--- config.mk ---
export PLATFORM = sky130hd
export DESIGN_NAME = imm_encode
export DESIGN_NICKNAME = d
export VERILOG_FILES = /design/src/rtl/rv32i_pkg.sv /design/src/rtl/imm_range_chk.sv /design/src/rtl/imm_encode.sv
export SDC_FILE = /design/constraint.sdc
export NUM_CORES = 1
export LEC_CHECK = 0
export ABC_AREA = 1
export CAP_MARGIN = 5
export CELL_PAD_IN_SITES_DETAIL_PLACEMENT = 1
export CELL_PAD_IN_SITES_GLOBAL_PLACEMENT = 1
export CORE_MARGIN = 2
export CORE_UTILIZATION = 37
export CTS_CLUSTER_SIZE = 28
export DETAILED_ROUTE_END_ITERATION = 8
export GPL_ROUTABILITY_DRIVEN = 0
export MAX_ROUTING_LAYER = met4
export PLACE_DENSITY_LB_ADDON = 0.2
export SYNTH_ARGS = -nofsm -noshare
export SYNTH_HDL_FRONTEND = slang
export SYNTH_HIERARCHICAL = 1
export SYNTH_SLANG_ARGS = --single-unit
--- constraint.sdc ---
create_clock -name clk -period 4.2 [get_ports clk]
set_clock_uncertainty 0.05 [all_clocks]
set_input_delay 0.63 -clock clk [delete_from_list [all_inputs] [get_ports clk]]
set_output_delay 0.63 -clock clk [all_outputs]
set_load 0.05 [all_outputs]
--- src/rtl/rv32i_pkg.sv ---
// ---------------------------------------------------------------------------
// rv32i_pkg
// Shared RV32I definitions for the instruction encoder.
//   imm_src_t  : ImmSrc format selector (I/S/B/J/U, 101-111 illegal)
//   IMM_*      : ImmSrc format constants
//   enc_req_t  : one encode request {imm_src, imm, opcode, rd, rs1, rs2, funct3}
// ---------------------------------------------------------------------------
package rv32i_pkg;

    typedef logic [2:0] imm_src_t;

    localparam imm_src_t IMM_I = 3'b000;
    localparam imm_src_t IMM_S = 3'b001;
    localparam imm_src_t IMM_B = 3'b010;
    localparam imm_src_t IMM_J = 3'b011;
    localparam imm_src_t IMM_U = 3'b100;

    typedef struct packed {
        imm_src_t    imm_src;
        logic [31:0] imm;
        logic [6:0]  opcode;
        logic [4:0]  rd;
        logic [4:0]  rs1;
        logic [4:0]  rs2;
        logic [2:0]  funct3;
    } enc_req_t;

endpackage

--- src/rtl/imm_range_chk.sv ---
// ---------------------------------------------------------------------------
// imm_range_chk
// Combinational check: can the given immediate be encoded exactly in the
// selected ImmSrc format?
//   imm_src : ImmSrc format (101-111 always flag an error)
//   imm     : 32-bit signed immediate (byte offset for B and J)
//   err     : 1 when the immediate is not representable or imm_src is illegal
// ---------------------------------------------------------------------------
module imm_range_chk
    import rv32i_pkg::*;
(
    input  logic [2:0]  imm_src,
    input  logic [31:0] imm,
    output logic        err
);

    // NOTE: every output of a combinational block gets a default first so no
    // path through the case can leave it unassigned and infer a latch.
    always_comb begin
        err = 1'b0;
        case (imm_src)
            IMM_I, IMM_S: err = (imm != {{20{imm[11]}}, imm[11:0]});
            // Branch and jump offsets are halfword aligned; bit 0 is not stored.
            IMM_B:        err = imm[0] | (imm != {{19{imm[12]}}, imm[12:0]});
            IMM_J:        err = imm[0] | (imm != {{11{imm[20]}}, imm[20:0]});
            // U carries only the upper 20 bits; the low 12 must already be zero.
            IMM_U:        err = |imm[11:0];
            default:      err = 1'b1;
        endcase
    end

endmodule

--- src/rtl/imm_encode.sv ---
// ---------------------------------------------------------------------------
// imm_encode
// Two-stage valid/ready RV32I instruction encoder (inverse of the immediate
// extender). Stage 1 registers the request; its range check and the packed
// word are captured by the output stage.
//   clk, reset          : clock, synchronous active-high reset
//   in_valid/in_ready   : request handshake
//   ImmSrc, imm, opcode,
//   rd, rs1, rs2, funct3: request fields
//   out_valid/out_ready : result handshake
//   instr               : encoded instruction word
//   out_err             : immediate not representable, or ImmSrc illegal
//   stat_enc, stat_err  : saturating output/error counters
// Optional feature: define IMM_ENCODE_STATS_EN to build the statistics
// counters; otherwise stat_enc/stat_err are tied to zero.
// ---------------------------------------------------------------------------
module imm_encode
    import rv32i_pkg::*;
#(
    parameter int PIPE_REGS = 2,
    parameter int CNT_W     = 16
) (
    input  logic             clk,
    input  logic             reset,
    input  logic             in_valid,
    output logic             in_ready,
    input  logic [2:0]       ImmSrc,
    input  logic [31:0]      imm,
    input  logic [6:0]       opcode,
    input  logic [4:0]       rd,
    input  logic [4:0]       rs1,
    input  logic [4:0]       rs2,
    input  logic [2:0]       funct3,
    output logic             out_valid,
    input  logic             out_ready,
    output logic [31:0]      instr,
    output logic             out_err,
    output logic [CNT_W-1:0] stat_enc,
    output logic [CNT_W-1:0] stat_err
);

    generate
        if (PIPE_REGS != 2) begin : g_depth_check
            $error("imm_encode: only PIPE_REGS == 2 is supported");
        end
    endgenerate

    logic        s1_valid_q;
    enc_req_t    s1_req_q;
    logic        out_valid_q;
    logic [31:0] instr_q;
    logic        out_err_q;

    logic        s1_adv;
    logic [31:0] instr_d;
    logic        err_d;

    // Stage 1 may move forward when the output slot is empty or draining.
    assign s1_adv   = !out_valid_q || out_ready;
    assign in_ready = !s1_valid_q || s1_adv;

    // Valid bits and visible outputs are reset; in-flight entries are dropped.
    // NOTE: sequential state uses non-blocking assignments so every register
    // samples the pre-edge values regardless of statement order.
    always_ff @(posedge clk) begin
        if (reset) begin
            s1_valid_q  <= 1'b0;
            out_valid_q <= 1'b0;
            instr_q     <= '0;
            out_err_q   <= 1'b0;
        end else begin
            if (in_ready) begin
                s1_valid_q <= in_valid;
            end
            if (s1_adv) begin
                out_valid_q <= s1_valid_q;
                // Data only moves with a valid entry, so a bubble never
                // disturbs the word held on the output.
                if (s1_valid_q) begin
                    instr_q   <= instr_d;
                    out_err_q <= err_d;
                end
            end
        end
    end

    // NOTE: the stage-1 payload has no reset; it is qualified by s1_valid_q
    // and is never observed while that bit is clear.
    always_ff @(posedge clk) begin
        if (in_valid && in_ready) begin
            s1_req_q <= '{imm_src: ImmSrc, imm: imm, opcode: opcode, rd: rd,
                          rs1: rs1, rs2: rs2, funct3: funct3};
        end
    end

    imm_range_chk u_range_chk (
        .imm_src (s1_req_q.imm_src),
        .imm     (s1_req_q.imm),
        .err     (err_d)
    );

    // Range errors still pack the truncated bits; only an illegal format
    // yields an all-zero word.
    always_comb begin
        instr_d = '0;
        case (s1_req_q.imm_src)
            IMM_I: instr_d = {s1_req_q.imm[11:0], s1_req_q.rs1, s1_req_q.funct3,
                              s1_req_q.rd, s1_req_q.opcode};
            IMM_S: instr_d = {s1_req_q.imm[11:5], s1_req_q.rs2, s1_req_q.rs1,
                              s1_req_q.funct3, s1_req_q.imm[4:0], s1_req_q.opcode};
            IMM_B: instr_d = {s1_req_q.imm[12], s1_req_q.imm[10:5], s1_req_q.rs2,
                              s1_req_q.rs1, s1_req_q.funct3, s1_req_q.imm[4:1],
                              s1_req_q.imm[11], s1_req_q.opcode};
            IMM_J: instr_d = {s1_req_q.imm[20], s1_req_q.imm[10:1], s1_req_q.imm[11],
                              s1_req_q.imm[19:12], s1_req_q.rd, s1_req_q.opcode};
            IMM_U: instr_d = {s1_req_q.imm[31:12], s1_req_q.rd, s1_req_q.opcode};
            default: instr_d = '0;
        endcase
    end

    assign out_valid = out_valid_q;
    assign instr     = instr_q;
    assign out_err   = out_err_q;

`ifdef IMM_ENCODE_STATS_EN
    logic [CNT_W-1:0] stat_enc_q;
    logic [CNT_W-1:0] stat_err_q;

    // Both counters stick at all-ones rather than wrapping.
    always_ff @(posedge clk) begin
        if (reset) begin
            stat_enc_q <= '0;
            stat_err_q <= '0;
        end else if (out_valid_q && out_ready) begin
            if (!(&stat_enc_q)) begin
                stat_enc_q <= stat_enc_q + 1'b1;
            end
            if (out_err_q && !(&stat_err_q)) begin
                stat_err_q <= stat_err_q + 1'b1;
            end
        end
    end

    assign stat_enc = stat_enc_q;
    assign stat_err = stat_err_q;
`else
    assign stat_enc = '0;
    assign stat_err = '0;
`endif

endmodule

Yosys cells after proc, flatten, opt, wreduce, memory -nomap -nowiden
Index checks and enable logic that the tools add are counted.
Cells by class
  eq/ne operators: 7
  multiplexer cells: 2
  bitwise logic cells: 2
  reduce and logical (&&, ||, !) cells: 9
Operators by type and width (number)
  one-hot mux 32 bit (5 select lines): 1
  inequality test 20 bit: 1
  inequality test 19 bit: 1
  OR reduction 12 bit: 1
  inequality test 11 bit: 1
  equality test 3 x 2 -> 1 bit (second input constant): 2
  one-hot mux 1 bit (4 select lines): 1
  equality test 3 x 1 -> 1 bit (second input constant): 1
  equality test 3 bit (second input constant): 1
  zero test 3 bit: 1
  zero test 1 bit: 2
  logical OR 1 bit: 2
  bitwise OR 1 bit: 2
  AND reduction 2 bit: 1
  OR reduction 2 bit: 1
  logical AND 1 bit: 1
Storage, ports and cells
  bits in registers: 95

Logic depth before layout (Yosys ltp)
Gate-level depths: netlist of the first run.
  depth after elaboration: 4
  mapped depth: 13
  mapped depth without buffers: 13

Hierarchy
Netlist of the first run, hierarchy kept.
Modules (own cells, without submodules)
  imm_encode: instances 1, cells each 354, area each 3741.1 um^2, seq. area each 2502.4 um^2
  imm_range_chk: instances 1, cells each 105, area each 444.2 um^2, seq. area each 0.0 um^2

Least setup slack after synthesis of the first run
Ideal clock, no wire load.
  kind: input-to-reg
  start point: input out_ready
  end point: register s1_req_q[0] (netlist name) (enable)
  setup time: 0.414 ns
  data arrival time: 2.398 ns
  path slack: 1.338 ns
  stages: 4
  buffers on the path: 0
  cells stage by stage: inv_1 > nand3_1 > nand2_1 > inv_1
Between the ends
  cells in the longest elaborated chain, start to end: 3
Ends and longest elaborated chain
  from (decl): RTL line imm_encode.sv:35  | input logic out_ready,
  logical OR 1 bit: RTL line imm_encode.sv:59  | assign s1_adv = !out_valid_q || out_ready;
  logical OR 1 bit: RTL line imm_encode.sv:60  | assign in_ready = !s1_valid_q || s1_adv;
  via in_ready: RTL line imm_encode.sv:26  | output logic in_ready,
  logical AND 1 bit: RTL line imm_encode.sv:90  | if (in_valid && in_ready) begin
  to (signal assigned): RTL line imm_encode.sv:91  | s1_req_q <= '{imm_src: ImmSrc, imm: imm, opcode: opcode, rd: rd,
  to (decl): RTL line imm_encode.sv:49  | enc_req_t s1_req_q;
The timed path passes the listed nets, and every way through them passes these cells.
A chain may end at the register's enable or synchronous reset.

Final worst setup path of the first run
  start point: input out_ready
  end point: output in_ready
Between the ends
  cells in the longest elaborated chain, start to end: 2
Ends and longest elaborated chain (RTL line)
  logical OR 1 bit: imm_encode.sv:59
  logical OR 1 bit: imm_encode.sv:60
  to (decl): imm_encode.sv:26
No other way between the ends.

==> results of run 1 <==
-- registers in the layout, indices dropped and copies added (netlist names) --
register and count:
instr 32, out_err 1, out_valid 1, s1_req_q 60, s1_valid_q 1
-- cells by family after synthesis --
family | count (synthesis) | share of synthesized area, %
AND/OR/NAND/NOR | 240 | 23.4
flip-flops | 95 | 59.8
AO/OA/AOI/OAI | 52 | 6.97
buffers and inverters | 71 | 9.72
other | 1 | 0.0896
-- layout make-up --
type                            instances  area [um^2]
Clock buffer                           13          272
Clock inverter                          3         40.0
Fill cell                            1299         5460
Inverter                               24         90.1
Multi-Input combinational cell        324         1390
Sequential cell                        95         2500
Tap cell                              140          175
Timing Repair Buffer                  101         1000
-- cells in the mapped netlist, drive strengths merged --
| cell | instances |
|---|---|
| o211ai | 7 |
| nor3 | 4 |
| nand2 | 169 |
| buf | 41 |
| clkbuf | 6 |
| inv | 24 |
| o21a | 1 |
| nand3 | 21 |
| nand3b | 1 |
| nand4 | 12 |
| o22ai | 1 |
| conb | 1 |
| o21bai | 1 |
| edfxtp | 60 |
| dfxtp | 35 |
| a21oi | 39 |
| o21ai | 3 |
| nor2 | 33 |
-- power by group through the flow --
stage               combinational, uW  clock (uW)  sequential, uW
detailed placement                312           0            1110
global route                      338         902            1090
finish                            312         852            1090
global placement                  306           0            1100
CTS                               314         866            1090
floorplan                         180           0            1140
-- worst max-delay path, cell delays in order --
cell and delay, ps:
clkdlybuf4s50_1 450, inv_1 40, nand3_1 110, clkdlybuf4s50_1 820
-- metrics by stage --
step	total power (uW)	setup WS, ps	hold WS (ps)	std cells
floorplan	1320	1340	467	490
global placement	1410	1460	404	684
detailed placement	1420	1360	409	684
CTS	2270	1460	419	700
global route	2330	1380	445	700
finish	2250	1460	415	700
-- routing by layer --
metal / track usage [%] / wire, um / vias to the layer above
li1: - / - / 1645
met1: 22.9 / 4670 / 1570
met2: 30.9 / 5190 / 111
met3: 3.17 / 613 / 13
met4: 6.79 / 150 / 0
met5: - / 0 / -
-- worst max path at each step --
| stage | startpoint | to | slack (ps) | cells past startpoint |
|---|---|---|---|---|
| after global routing | out_ready | in_ready | 1380 | 4 |
| after detailed placement | out_ready | s1_req_q[40] | 1360 | 6 |
| after CTS | out_ready | in_ready | 1460 | 4 |
| after floorplan | out_ready | s1_req_q[0] | 1340 | 4 |
| after global placement | out_ready | s1_req_q[46] | 1460 | 6 |
| final | out_ready | in_ready | 1460 | 4 |
-- placed cells by master, fill, tap and decap left out, drive strengths merged --
cell	netlist	final
o21a	1	1
a21oi	39	39
nor2	33	33
clkinv	0	2
o21bai	1	1
nand4	12	12
nand2	169	169
inv	24	24
clkdlybuf4s50	0	98
nand3b	1	1
o21ai	3	3
edfxtp	60	60
dfxtp	35	35
o22ai	1	1
bufinv	0	1
o211ai	7	7
clkbuf	6	13
nor3	4	4
conb	1	32
buf	41	3
nand3	21	21
==> qor.txt, run 1 <==
Final nets = 619
Synth area leader = edfxtp_1
initial core utilization = 38.3%
worst-margin pin slew = 1050 ps
Hold Path End = instr[14]
Fmax = 365 MHz
vias per cell = 4.77
Sw Share = 26.0%
RSZ-0062 raised after global routing = no
switching power = 586 uW
Yosys top cell area share = 43.0%
Max clock buf depth = 2
hold path depth = 2
clk_lat worst skew = 340 ps
Tcrit/Tclk final = 65.2%
CP Max Fanout = 3
PwrDens = 411 nW/um^2
max cap viols = 0
Rows = 38
CTS-repair resized insts = 0
# diodes = 0
Overall Global Routing Usage = 18.6%
Hold Path Class = flip-flop to flip-flop
Leak = 0.00215 uW
cell depth of the worst flop-to-flop path = 7
WL per Instance = 15.2 um
total congestion overflow = 0
detailed-route DRC error count = 0
clock network power share = 37.9%
max-slew violations = 0
clk sinks = 95
clock root buffer = clkbuf_16
post-synthesis cell type count = 26
Post-CTS Setup Bufs = 0
Post-Syn Area = 4190 um^2
R2R Path End = instr[28]
R2R setup slack = 2150 ps
synthesis warning total = 6
sequential share of the synthesized area = 59.8%
Layout area overhead = 30.8%
Worst Min Path Start = instr[14]
endpoints failing setup = 0
TritonCTS clock tree = built
dominant cells by area after synthesis = edfxtp_1 43%, dfxtp_1 17%, nand2_1 15%, buf_4 5.9%, a21oi_1 4.5%
detailed placement HPWL = 7760 um
Core Util, Final = 50.1%
total number of vias = 3339
worst flop-to-flop path startpoint = s1_req_q[58]
# port buffers = 98
Max transition margin = 30.2%
die area = 12200 um^2
outcome = completed
Setup CP Type = input port to primary output
I/O pin cnt = 131
Post-Syn Instances = 459
VDD IR-drop max = 177 uV
Final Hold Fails = 0
syn avg cell area = 9.12 um^2
post-cts hold buffer count = 0
Comb pwr share = 13.9%
CP arrival = 2060 ps
critical path startpoint category = input port
Cell Area, Placed = 5160 um^2
Die H = 110 um
first-pass GRT wire length = 16700 um
Min Clock Period, post-route = 2740 ps
Chip Width = 110 um
total wire length = 10600 um
via count of the first global-routing pass = 3397
number of synthesized register bits = 95
Core Box Area = 10900 um^2
first drt pass iteration count = 4
DRT iter0 DRCs = 127
share of post-route cells with drive strength above 1 = 5.18%
largest net degree at the start of global routing = 46
# H-tree levels = 3
clock-pin slew on the worst setup and hold paths = 60 ps
fin area = 5480 um^2
Setup TNS Final = 0 ps
ANT nets after route = 0
Critical Path End Type = primary output
initial antenna violation count = 0
Worst EP required = 3520 ps
Seq pwr share = 48.3%
P_int = 1660 uW
total CTS buffers = 9
Power figures use the tool's default switching activity.
==> run 2, diff against run 1 <==
Settings changed: CORE_UTILIZATION 37 to 34.
Clock period 4.2 ns to 2.67 ns, I/O delays scaled along.
==> qor.txt, run 2 (synthesis gave the netlist of run 1 again) <==
Setup TNS Final = 0 ps (unchanged)
initial core utilization = 34.8% (-3.4 points)
first-pass GRT wire length = 16700 um (+0.25%)
Largest Register = s1_req_q
clk sinks = 95 (unchanged)
Seq pwr share = 51.1% (+2.8 points)
CTS-repair resized insts = 0 (unchanged)
final hold slack = 414 ps (-1.40 ps)
hold path depth = 2 (unchanged)
P_int = 2440 uW (+46%)
total congestion overflow = 0 (unchanged)
Rows = 40 (+5.3%)
Sw Share = 27.0% (+0.92 points)
post-cts hold buffer count = 0 (unchanged)
fin worst setup slack = 415 ps (-1050 ps)
Fmax = 443 MHz
worst flop-to-flop path startpoint = s1_req_q[58]
switching power = 900 uW (+54%)
total number of vias = 3338 (-0.030%)
Final nets = 620 (+0.16%)
# H-tree levels = 3 (unchanged)
I/O pin cnt = 131 (unchanged)
R2R Path End = instr[19]
Max clock buf depth = 2 (unchanged)
Worst EP required = 2220 ps (-1300 ps)
Tot Pwr = 3340 uW (+48%)
most common cell after layout, fill and taps aside = nand2_1
register area = 2500 um^2 (unchanged)
RSZ-0062 raised after global routing = no
clk_lat worst skew = 350 ps (about the same)
Die H = 115 um (+4.2%)
Leak = 0.00214 uW (-0.75%)
cell depth of the worst flop-to-flop path = 7 (unchanged)
Max transition margin = 61.7% (+31 points)
share of post-route cells with drive strength above 1 = 5.53% (+0.35 points)
clock network power share = 34.0% (-3.9 points)
CP Max Fanout = 3 (unchanged)
Multi-input gate area = 1400 um^2 (+0.36%)
DRT iter0 DRCs = 120 (-5.5%)
Tcrit/Tclk final = 84.5%
Overall Global Routing Usage = 17.1% (-1.5 points)
die area = 13200 um^2 (+8.5%)
Hold Path End = instr[0]
total wire length = 10600 um (-0.49%)
initial antenna violation count = 0 (unchanged)
# port buffers = 98 (unchanged)
VDD IR-drop max = 339 uV (+92%)
clock-pin slew on the worst setup and hold paths = 60 ps (about the same)
worst-margin pin slew = 574 ps (-471 ps)
CP arrival = 1800 ps (-260 ps)
WL per Instance = 14.9 um (-1.6%)
Final Hold Fails = 0 (unchanged)
Post-CTS Setup Bufs = 0 (unchanged)
critical path startpoint category = input port
Largest register FFs = 60 (unchanged)
largest net degree at the start of global routing = 61 (+33%)
Hold Path Class = flip-flop to flip-flop
ANT nets after route = 0 (unchanged)
PwrDens = 611 nW/um^2 (+49%)
clock root buffer = clkbuf_16
max cap viols = 0 (unchanged)
Chip Width = 115 um (+4.2%)
max-slew violations = 0 (unchanged)
Critical Path End Type = primary output
vias per cell = 4.71 (-1.2%)
via count of the first global-routing pass = 3401 (+0.12%)
pre-CTS setup slack = 399 ps (-959 ps)
outcome = completed
Min Clock Period, post-route = 2260 ps
Core Box Area = 12000 um^2 (+9.8%)
total CTS buffers = 9 (unchanged)
endpoints failing setup = 0 (unchanged)
R2R setup slack = 600 ps (-1550 ps)
detailed-route DRC error count = 0 (unchanged)
detailed placement HPWL = 7630 um (-1.7%)
Worst Min Path Start = instr[0]
most frequent cells in the layout = 167 x nand2_1, 98 x clkdlybuf4s50_1, 60 x edfxtp_1
fillers = 1411 (+8.6%)
Setup CP Type = input port to primary output
first drt pass iteration count = 4 (unchanged)
Comb pwr share = 14.9% (+1.0 points)
# diodes = 0 (unchanged)
TritonCTS clock tree = built
Layout area overhead = 30.4%
-- run 2: layout make-up --
type / count / share of cell area [%]
clock inverter: 5 / 0.458
tap: 147 / 3.37
sequential: 95 / 45.8
inverter: 24 / 1.72
multi-input combinational: 324 / 25.6
timing repair buffer: 102 / 18.7
clock buffer: 11 / 4.26
-- run 2: power groups by stage --
stage	Clock [uW]	Sequential [uW]	Combinational (uW)
floorplan	0	1790	284
global placement	0	1740	489
detailed placement	0	1740	497
CTS	1170	1710	500
global route	1220	1720	535
finish	1130	1710	496
-- run 2: worst max path at each step --
stage	slack [ps]	endpoint	depth (start not counted)	startpoint
after detailed placement	400	in_ready	4	out_ready
after global routing	360	in_ready	4	out_ready
after global placement	440	in_ready	4	out_ready
after CTS	400	in_ready	4	out_ready
final	410	in_ready	4	out_ready
after floorplan	60	s1_req_q[0]	3	out_valid
-- run 2: per-stage QoR --
stage               cell area, um^2  util, %  std cells
finish                         5460     45.4        708
global route                   5460     45.4        708
CTS                            5460     45.4        708
detailed placement             5200     43.3        692
floorplan                      4310        -        490
global placement               5200     43.3        692
-- run 2: worst max-delay path: stages --
cell	delay, ps
clkdlybuf4s50_1	460
inv_1	60
nand3_2	80
clkdlybuf4s50_1	810
-- run 2: layer usage --
metal | up-vias | share of wire [%] | GRT usage (%)
met4 | 0 | 1.7 | 6.02
met2 | 96 | 50 | 28.9
met5 | - | 0 | -
met1 | 1577 | 44 | 19.6
li1 | 1651 | - | -
met3 | 14 | 4.7 | 4.43
==> run 3, diff against run 2 <==
Settings changed: CORE_UTILIZATION 34 to 31.
Clock period 2.67 ns to 1.8 ns, I/O delays scaled along.
==> qor.txt, run 3 (synthesis gave the netlist of run 1 again) <==
Overall Global Routing Usage = 16.1% (-0.94 points)
CP Max Fanout = 4 (+1)
worst flop-to-flop path startpoint = s1_req_q[37]
Setup CP Type = flip-flop to flip-flop
die area = 14400 um^2 (+9.3%)
Worst EP required = 1970 ps (-250 ps)
largest net degree at the start of global routing = 38 (-38%)
Fmax = 622 MHz
Leak = 0.00236 uW (+10%)
total number of vias = 3377 (+1.2%)
initial antenna violation count = 0 (unchanged)
share of post-route cells with drive strength above 1 = 12.4% (+6.9 points)
P_int = 3700 uW (+52%)
I/O pin cnt = 131 (unchanged)
max cap viols = 0 (unchanged)
switching power = 1340 uW (+48%)
Setup TNS Final = 0 ps (unchanged)
detailed placement HPWL = 8080 um (+5.9%)
VDD IR-drop max = 526 uV (+55%)
Core Box Area = 13200 um^2 (+9.8%)
endpoints failing setup = 0 (unchanged)
initial core utilization = 31.7% (-3.1 points)
# diodes = 0 (unchanged)
PwrDens = 896 nW/um^2 (+47%)
Tcrit/Tclk final = 89.3%
via count of the first global-routing pass = 3542 (+4.1%)
worst-margin pin slew = 530 ps (-44.1 ps)
final hold slack = 413 ps (-0.918 ps)
first-pass GRT wire length = 17600 um (+5.3%)
ANT nets after route = 0 (unchanged)
max-slew violations = 0 (unchanged)
Rows = 42 (+5.0%)
Hold Path Class = flip-flop to flip-flop
Sw Share = 26.5% (-0.47 points)
Comb pwr share = 15.3% (+0.4 points)
R2R Path End = out_err
first drt pass iteration count = 4 (unchanged)
outcome = completed
DRT iter0 DRCs = 176 (+47%)
clk_lat worst skew = 340 ps (about the same)
met3 routed WL = 628 um (+26%)
met1 wire length = 4650 um (+0.28%)
cell depth of the worst flop-to-flop path = 13 (+6)
DR top layer = met4
total CTS buffers = 9 (unchanged)
total wire length = 11000 um (+3.8%)
Final Hold Fails = 0 (unchanged)
RSZ-0062 raised after global routing = no
TritonCTS clock tree = built
Largest register FFs = 60 (unchanged)
Final nets = 632 (+1.9%)
Largest Register = s1_req_q
# H-tree levels = 3 (unchanged)
R2R setup slack = 190 ps (-410 ps)
vias per cell = 4.51 (-4.4%)
crit path from = s1_req_q[37]
Min Clock Period, post-route = 1610 ps
Max clock buf depth = 2 (unchanged)
critical path endpoint = out_err
CP arrival = 1780 ps (-20 ps)
Critical Path End Type = flip-flop
# port buffers = 98 (unchanged)
Max transition margin = 64.6% (+2.9 points)
clock network power share = 34.5% (+0.5 points)
clk sinks = 95 (unchanged)
fillers = 1565 (+11%)
Layout area overhead = 34.4%
Chip Width = 120 um (+4.6%)
most common cell after layout, fill and taps aside = nand2_1
Die H = 120 um (+4.6%)
WL met2 = 5520 um (+5.2%)
total congestion overflow = 0 (unchanged)
critical path startpoint category = flip-flop
most frequent cells in the layout = 166 x nand2_1, 63 x clkdlybuf4s50_1, 60 x edfxtp_1
clock-pin slew on the worst setup and hold paths = 60 ps (about the same)
clock root buffer = clkbuf_16
Seq pwr share = 50.2% (-0.9 points)
detailed-route DRC error count = 0 (unchanged)
WL per Instance = 14.6 um (-1.9%)
## run 3: cell count changes in the layout (fill, tap and decap cells not counted), moves of 3 or more
cell / change
buf_4: +35
clkdlybuf4s50_1: -35
buf_12: +5
clkinv_2: -5
clkinv_1: +4
dlymetal6s2s_1: +4
dlygate4sd2_1: +3
## run 3: metal layers
layer / vias up / global-route usage (%)
met5: - / -
met4: 0 / 4.85
met3: 17 / 3.82
met2: 107 / 27.0
met1: 1577 / 19.5
li1: 1676 / -
## run 3: worst min-delay path by stage
stage,startpoint,endpoint,slack [ps],depth (start not counted)
after floorplan,funct3[0],s1_req_q[0],320,0
after global placement,instr[4],instr[4],400,2
after detailed placement,instr[3],instr[3],410,2
after CTS,rd[3],s1_req_q[16],420,1
after global routing,imm[13],s1_req_q[38],420,1
final,instr[3],instr[3],410,2
## run 3: through the flow
stage               cell area (um^2)  utilization [%]  setup slack, ps  total power, uW  instances
finish                          5630             42.6              192             5040        749
global route                    5630             42.6             10.8             5270        749
CTS                             5570             42.2            0.114             5110        743
detailed placement              5290             40.1              129             3340        727
global placement                5290             40.1              152             3330        727
floorplan                       4330                -             -278             3080        490
## run 3: area by class of cell
cell class                 instances  area [um^2]  area share, %
timing repair buffer             114         1110           19.8
sequential                        95         2510           44.6
multi-input combinational        324         1420           25.2
clock buffer                      11          253           4.49
tap                              176          220           3.91
inverter                          24         93.8           1.67
clock inverter                     5         22.5          0.400
## run 3: power by group through the flow
stage	Clock [uW]	Combinational (uW)	Sequential [uW]
final	1740	773	2530
after global placement	0	752	2570
after CTS	1820	767	2530
after detailed placement	0	766	2580
after global routing	1890	838	2540
after floorplan	0	423	2650
## run 3: critical path: stages (launching register included)
cell and delay (ps):
edfxtp_1 440, buf_4 170, nor2_1 90, nand3_1 100, nand2_1 70, nand2_1 50
nor2_1 120, nand2_1 80, nand2_1 60, nand2_1 50, nand2_1 60, nand2_1 40
nand2_1 60, a21oi_1 60
## run 3: timing repair
action                                  in CTS  in global routing
resized for setup                            3                  5
setup buffers                                0                  6
hold endpoints to repair                     0                  0
endpoints found under the setup margin       3                 22
hold buffers                                 0                  0
